`config.mk`:
```
export PLATFORM = sky130hd
export DESIGN_NAME = mem_wb
export DESIGN_NICKNAME = d
export VERILOG_FILES = /design/src/rtl/mem_wb.sv
export SDC_FILE = /design/constraint.sdc
export NUM_CORES = 1
export LEC_CHECK = 0
export BUFFER_PORTS_ARGS = -buffer_cell sky130_fd_sc_hd__buf_2
export CORE_AREA = 2 2 117 96
export CTS_BUF_LIST = sky130_fd_sc_hd__clkbuf_4 sky130_fd_sc_hd__clkbuf_8 sky130_fd_sc_hd__clkbuf_16
export CTS_CLUSTER_DIAMETER = 30
export DETAILED_ROUTE_END_ITERATION = 6
export DIE_AREA = 0 0 119 98
export GPL_TIMING_DRIVEN = 1
export PLACE_DENSITY = 0.83
export SYNTH_ARGS = -nofsm -noshare
export SYNTH_HDL_FRONTEND = slang
export SYNTH_SLANG_ARGS = --single-unit
```
`constraint.sdc`:
```
create_clock -name clk -period 7.7 [get_ports clk]
set_input_delay 1.155 -clock clk [delete_from_list [all_inputs] [get_ports clk]]
set_output_delay 1.155 -clock clk [all_outputs]
set_load 0.05 [all_outputs]
```
`src/rtl/mem_wb.sv`:
```
// MEM/WB pipeline register: drives the regfile and HI/LO write ports one cycle after MEM
// and counts retired instructions. Define LLBIT_EN to add the LL/SC llbit write fields.
module mem_wb #(
  parameter int DATA_W = 32,
  parameter int ADDR_W = 5,
  parameter int CNT_W  = 32
) (
  input  logic              clk,
  input  logic              rst,
  input  logic [5:0]        stall,
  input  logic              flush,
  input  logic              mem_valid,
  input  logic [ADDR_W-1:0] mem_wd,
  input  logic              mem_wreg,
  input  logic [DATA_W-1:0] mem_wdata,
  input  logic              mem_whilo,
  input  logic [DATA_W-1:0] mem_hi,
  input  logic [DATA_W-1:0] mem_lo,
  output logic [ADDR_W-1:0] wb_wd,
  output logic              wb_wreg,
  output logic [DATA_W-1:0] wb_wdata,
  output logic              wb_whilo,
  output logic [DATA_W-1:0] wb_hi,
  output logic [DATA_W-1:0] wb_lo,
  output logic              wb_valid,
`ifdef LLBIT_EN
  input  logic              mem_llbit_we,
  input  logic              mem_llbit_value,
  output logic              wb_llbit_we,
  output logic              wb_llbit_value,
`endif
  output logic [CNT_W-1:0]  retired_cnt
);

  // Only the MEM and WB hold bits matter at this boundary.
  logic unused_stall;
  assign unused_stall = &{1'b0, stall[3:0]};

  logic load_bubble;
  logic capture;
  assign load_bubble = flush || (stall[4] && !stall[5]);
  assign capture     = !stall[4];

  always_ff @(posedge clk or posedge rst) begin
    if (rst) begin
      wb_wd       <= '0;
      wb_wreg     <= 1'b0;
      wb_wdata    <= '0;
      wb_whilo    <= 1'b0;
      wb_hi       <= '0;
      wb_lo       <= '0;
      wb_valid    <= 1'b0;
      retired_cnt <= '0;
    end else if (load_bubble) begin
      // A held MEM with a moving WB must not write the same instruction twice.
      wb_wd    <= '0;
      wb_wreg  <= 1'b0;
      wb_wdata <= '0;
      wb_whilo <= 1'b0;
      wb_hi    <= '0;
      wb_lo    <= '0;
      wb_valid <= 1'b0;
    end else if (capture) begin
      wb_wd    <= mem_wd;
      wb_wreg  <= mem_wreg && mem_valid;
      wb_wdata <= mem_wdata;
      wb_whilo <= mem_whilo && mem_valid;
      wb_hi    <= mem_hi;
      wb_lo    <= mem_lo;
      wb_valid <= mem_valid;
      if (mem_valid) retired_cnt <= retired_cnt + CNT_W'(1);
    end
  end

`ifdef LLBIT_EN
  always_ff @(posedge clk or posedge rst) begin
    if (rst) begin
      wb_llbit_we    <= 1'b0;
      wb_llbit_value <= 1'b0;
    end else if (load_bubble) begin
      wb_llbit_we    <= 1'b0;
      wb_llbit_value <= 1'b0;
    end else if (capture) begin
      wb_llbit_we    <= mem_llbit_we && mem_valid;
      wb_llbit_value <= mem_llbit_value;
    end
  end
`endif

endmodule

```
======== Yosys cells after proc, flatten, opt, wreduce, memory -nomap -nowiden ========
Cells that the tools add are included.
storage, ports and cells
  word-level logic and storage cells ...... 32
  output and inout port bits .............. 136
  register bits ........................... 136
operators by class
  mux-type cells .......................... 14
  eq/ne operators ......................... 1
  reduce and logical (&&, ||, !) cells .... 6
  bitwise logic cells ..................... 2
  $add $sub $neg .......................... 1
operator list
  cell                   count
  $mux 32                6
  $add 32x1->32 const B  1
  $mux 5                 2
  $mux 1                 6
  $logic_and 1x1->1      3
  $reduce_and 3->1       1
  $ne 2x1->1 const B     1
  $not 1->1              2
  $logic_not 1->1        1
  $logic_or 1x1->1       1

======== Logic depth before layout (Yosys ltp) ========
  word-level depth ........................ 5
  gate-level depth with buffers ........... 6

======== Worst setup path after synthesis ========
OpenSTA, ideal clock, no wires.
  kind .................................... input to register
  start point ............................. in flush
  end point ............................... reg retired_cnt[14]
  stages on the path ...................... 5
  slack ................................... 5364 ps
  setup time .............................. 144 ps
  arrival time ............................ 2192 ps
  path buffers ............................ 1
  cell sequence ........................... and4bb_4 and4_1 buf_2 nand4_1 xnor2_1
between the ends
  longest elaborated chain between the ends .. 3
ends and longest elaborated chain
  element                            line  text
  start: declaration                 11    input logic flush,
  $logic_or 1x1->1                   41    assign load_bubble = flush || (stall[4] && !stall[5]);
  $not 1->1 (no source line)         --
  $reduce_and 3->1 (no source line)  --
  end signal: assignment             71    if (mem_valid) retired_cnt <= retired_cnt + CNT_W'(1);
  end: declaration                   32    output logic [CNT_W-1:0] retired_cnt
No other way between the ends.
A chain may end at the register's enable or synchronous reset.

======== Worst setup path in the final report ========
  start point ............................. in stall[4]
  end point ............................... reg wb_wdata[16]
between the ends
  longest elaborated chain between the ends .. 3
  elaborated cells on any way between the ends .. 4
ends and longest elaborated chain
  element                                                 line  text
  start: declaration                                      10    input logic [5:0] stall,
  $logic_and 1x1->1                                       41
  $logic_or 1x1->1                                        41
  $ne 2x1->1 (no source line) or $mux 32 (tied branches)  --
  end signal: assignment                                  66    wb_wdata <= mem_wdata;
  end: declaration                                        21    output logic [DATA_W-1:0] wb_wdata,
Parallel ways exist; a longest one is shown, timed or not.

==> results.md <==
Clocking:
- The number of buffers added by the clock tree synthesis step is 17.
- The number of H-tree branching levels is 4.
- The clock insertion delay at the later pin of the skew report is 400 ps.
- The maximum root-to-sink buffer count is 2.
- After clock tree synthesis, the clock-pin slew on the worst setup and hold paths is 60 ps.
- TritonCTS built the clock tree.
- The root buffer cell is sky130_fd_sc_hd__clkbuf_16.
- The number of buffers added for setup after CTS is 0.
- For this design, the sink count on the clock tree is between 100 and 150.
- The number of gates resized after CTS was 0.
- Buffers inserted to repair hold after CTS numbered 0.

Power and ir drop:
- The areal power density over the cells is roughly 270 mW/mm^2.
- The maximum VDD drop is between 150 and 200 uV.
- The share of total power dissipated in the clock network is 0.455.
- The sequential share of power is 0.400.
- The net switching power is 0.530 mW.
- The switching share of power is 0.271.
- The relative contribution of combinational cells to total power is 0.145.
- For this design the static power due to leakage is 4.04 nW.
- The internal portion of the total power is 1.42 mW.

Floorplanning:
- The starting density of the core is 0.487.
- Measured along the x axis, the die boundary spans 119 microns.
- Pin placement for this block handled 249 I/O pins.
- The core region area is 0.0106 sq mm.
- In this run the core area contains 34 standard-cell rows.
- The die covers 0.0117 sq mm.
- The floorplan die height is ~98 microns.

Critical path:
- The signal on the critical path passes through buf_2 -> nor2_4 -> buf_4 -> a22o_1.
- The largest individual stage delay along the critical path comes from the cell sky130_fd_sc_hd__nor2_4.
- The worst setup path is launched from a primary input.
- The worst setup path is captured at a flip-flop.
- The critical path data required time is 8030 ps.
- The category of the most critical setup path is in2reg.
- The data arrival at the endpoint of the critical path is 2970 ps.
- Of all nets on the critical path, the largest fanout is 64.
- In this design, the stage delay of the slowest critical-path cell is 720 ps.

Synthesis:
- The synthesized design contains 0 enable-type register cells.
- The post-synthesis net count is roughly 480.
- The synthesis warning total is 0.
- By area the synthesized netlist is led by sky130_fd_sc_hd__dfrtp_1 66%, sky130_fd_sc_hd__a22o_1 17%, sky130_fd_sc_hd__xnor2_1 3.1%.
- Of the post-synthesis cell area, the dominant cell type holds 0.660.
- The cell count after synthesis is 362.
- The cell area after synthesis is 0.00515 sq mm.
- The number of distinct standard cells referenced by the synthesized netlist is 27.
- Averaged over all synthesized cells, the footprint is between 10 and 15 sq um.
- The share of the Yosys chip area taken by registers is 0.660.
- The dominant synthesized flop cell is sky130_fd_sc_hd__dfrtp_1.
- Of all cell types, the one taking the most synthesized area is sky130_fd_sc_hd__dfrtp_1.
- The post-synthesis register bit count is 136.
- Of all flip-flops after synthesis, the portion carrying an async set or reset was 1.00.

Global route:
- The initial antenna violation count is 0.
- The number of global-route vias before repair is between 4000 and 5000.
- Entering global routing, the biggest net connects 105 pins.
- After global routing the overflow that remains totals 0.
- The global-route wire length before repair is 21300 microns.
- The global-route total usage across every layer is 0.230.

Route:
- The first detailed-routing pass ran for 4 iterations.
- The final routed DRC violation total is 0.
- Using the TritonRoute via totals, the vias-per-cell ratio works out to approximately 5.4.
- The detailed-route via count is 4072.
- The number of nets with antenna violations after detailed routing is 0.
- The sum of routed wire length over all layers is 13000 microns.
- The number of DRC markers in iteration 0 is 205.
- In the final routed layout, each cell accounts on average for 17.1 microns.

STA:
- The max-slew violation total from the final report was 0.
- Setup violations remaining at the end of the flow were counted as 0.
- The hold violation total from the final report is 0.
- The highest attainable clock frequency is 379 MHz.
- Of the available clock period, the critical path in the final layout requires 0.342.
- For the final routed database, the setup TNS stands at 0 ps.
- The largest clock skew in the final design is 8.37 ps.
- The post-route worst setup slack is 5060 ps.
- The final critical delay including setup and external delays is 2640 ps.
- Setup repair after global routing left no endpoint under its margin.
- At the pin with the least slew margin, the transition time is 1060 ps.
- In this run the tightest slew margin relative to its limit is 0.295.

Place:
- Detailed placement finished with a half-perimeter wire length of 8940 microns.
- The worst setup slack after placement is 4650 ps.
- Input and output buffers added on the ports amount to 244.
- The congestion estimate from routability-driven global placement came to between 0.8 and 0.9.

Run status:
- The flow ran to the end, and the final reports show no timing, DRC or antenna violations.

Run:
- Across the run, the number of max-cap violations was 0.

Cells and area:
- Summing all multi-input logic gate instances after layout gives 0.00165 sq mm.
- After filler insertion, the fill cell instance count of the layout stands at 790.
- The ratio of cells with drive above 1 in the final layout is 0.470.
- The diode insertion count for antenna repair is 0.
- Across the whole layout, storage elements account for 0.00340 sq mm.
- For this run, the post-layout net count is 717.
- Compared with the post-synthesis result, the final layout area differs by 38.7%.

Worst hold path:
- In this run the worst hold path is classified as reg2reg.
## metrics by stage
| stage | area, sq um | total power, mW | hold slack, ps | instances | util |
|---|---|---|---|---|---|
| after global routing | 7150 | 2.02 | 489 | 759 | 0.675 |
| after floorplan | 5150 | 0.987 | 741 | 362 | - |
| after detailed placement | 6490 | 1.08 | 468 | 728 | 0.613 |
| after CTS | 7150 | 1.97 | 479 | 759 | 0.675 |
| final | 7150 | 1.95 | 469 | 759 | 0.675 |
| after global placement | 6490 | 1.07 | 455 | 728 | 0.613 |
## metal layers
metal	track usage	vias to the layer above	part of all wire	routed length, microns
met3	0.0718	14	0.069	894
met1	0.288	2059	0.41	5300
met5	0	-	0	0
li1	-	1844	-	-
met4	0.0714	0	0.011	137
met2	0.386	155	0.51	6650
## worst max-delay path, delay by kind of cell
| kind | cells | cell delay, ps |
|---|---|---|
| buf+inv | 2 | 810 |
| simple gates | 1 | 720 |
| compound gates | 1 | 240 |
## synthesized netlist by cell type (4+ instances only)
library cell               number
sky130_fd_sc_hd__nand3_1       13
sky130_fd_sc_hd__nand4_1        6
sky130_fd_sc_hd__nand2_1       10
sky130_fd_sc_hd__a22o_1       101
sky130_fd_sc_hd__xnor2_1       18
sky130_fd_sc_hd__and4_1         8
sky130_fd_sc_hd__clkbuf_1      17
sky130_fd_sc_hd__buf_1          4
sky130_fd_sc_hd__dfrtp_1      136
sky130_fd_sc_hd__nor2_1         7
sky130_fd_sc_hd__and3_1         4
sky130_fd_sc_hd__xor2_1        13
## power by group through the flow
stage                     logic (mW)  clock network, mW  registers (mW)
after global routing           0.298              0.936           0.787
after floorplan               0.0653                  0           0.922
after global placement         0.281                  0           0.790
final                          0.283              0.889           0.782
after detailed placement       0.286                  0           0.793
after CTS                      0.286              0.905           0.782
## layout make-up
| type | count | area share |
|---|---|---|
| inverter | 3 | 0.00228 |
| timing repair buffer | 247 | 0.174 |
| clock buffer | 20 | 0.0644 |
| multi-input combinational | 198 | 0.231 |
| sequential | 136 | 0.476 |
| clock inverter | 11 | 0.0273 |
| tap | 144 | 0.0252 |
## worst paths after layout
check / from / endpoint / slack [ps] / cells past startpoint
setup / recovery: stall[4] / wb_wdata[16] / 5060 / 4
hold / removal: retired_cnt[31] / retired_cnt[31] / 470 / 1
setup reg to reg: retired_cnt[3] / retired_cnt[29] / 5870 / 4
hold reg to reg: retired_cnt[31] / retired_cnt[31] / 470 / 1
max in group asynchronous: rst / retired_cnt[15] / 5560 / 3
min in group asynchronous: rst / wb_wdata[23] / 820 / 2
## cell usage in the layout (no fill, tap or decap), types with 3 or more instances in the layout
cell / count
sky130_fd_sc_hd__xor2_1: 13
sky130_fd_sc_hd__bufinv_16: 5
sky130_fd_sc_hd__clkinvlp_4: 3
sky130_fd_sc_hd__and4_1: 8
sky130_fd_sc_hd__and3_1: 4
sky130_fd_sc_hd__clkbuf_16: 17
sky130_fd_sc_hd__buf_2: 244
sky130_fd_sc_hd__xnor2_1: 18
sky130_fd_sc_hd__dfrtp_1: 136
sky130_fd_sc_hd__nor3_1: 3
sky130_fd_sc_hd__a22o_1: 101
sky130_fd_sc_hd__buf_4: 3
sky130_fd_sc_hd__nand2_1: 10
sky130_fd_sc_hd__nand3_1: 13
sky130_fd_sc_hd__and2_1: 3
sky130_fd_sc_hd__nor2_1: 5
sky130_fd_sc_hd__nand4_1: 6
## state kept, by name, indices dropped and copies added (netlist names)
signal and count:
wb_wdata 32, wb_hi 32, retired_cnt 32, wb_whilo 1, wb_valid 1, wb_lo 32
wb_wreg 1, wb_wd 5
## kinds of logic after synthesis
kind of cell | synth area share
flip-flops | 0.660
adder cells (fa/ha/maj) | 0.00243
AND/OR/NAND/NOR | 0.0845
AO/OA/AOI/OAI | 0.175
multiplexers | 0.00218
buffers and inverters | 0.0226
XOR/XNOR | 0.0527
(Power assumes the default switching activity.)
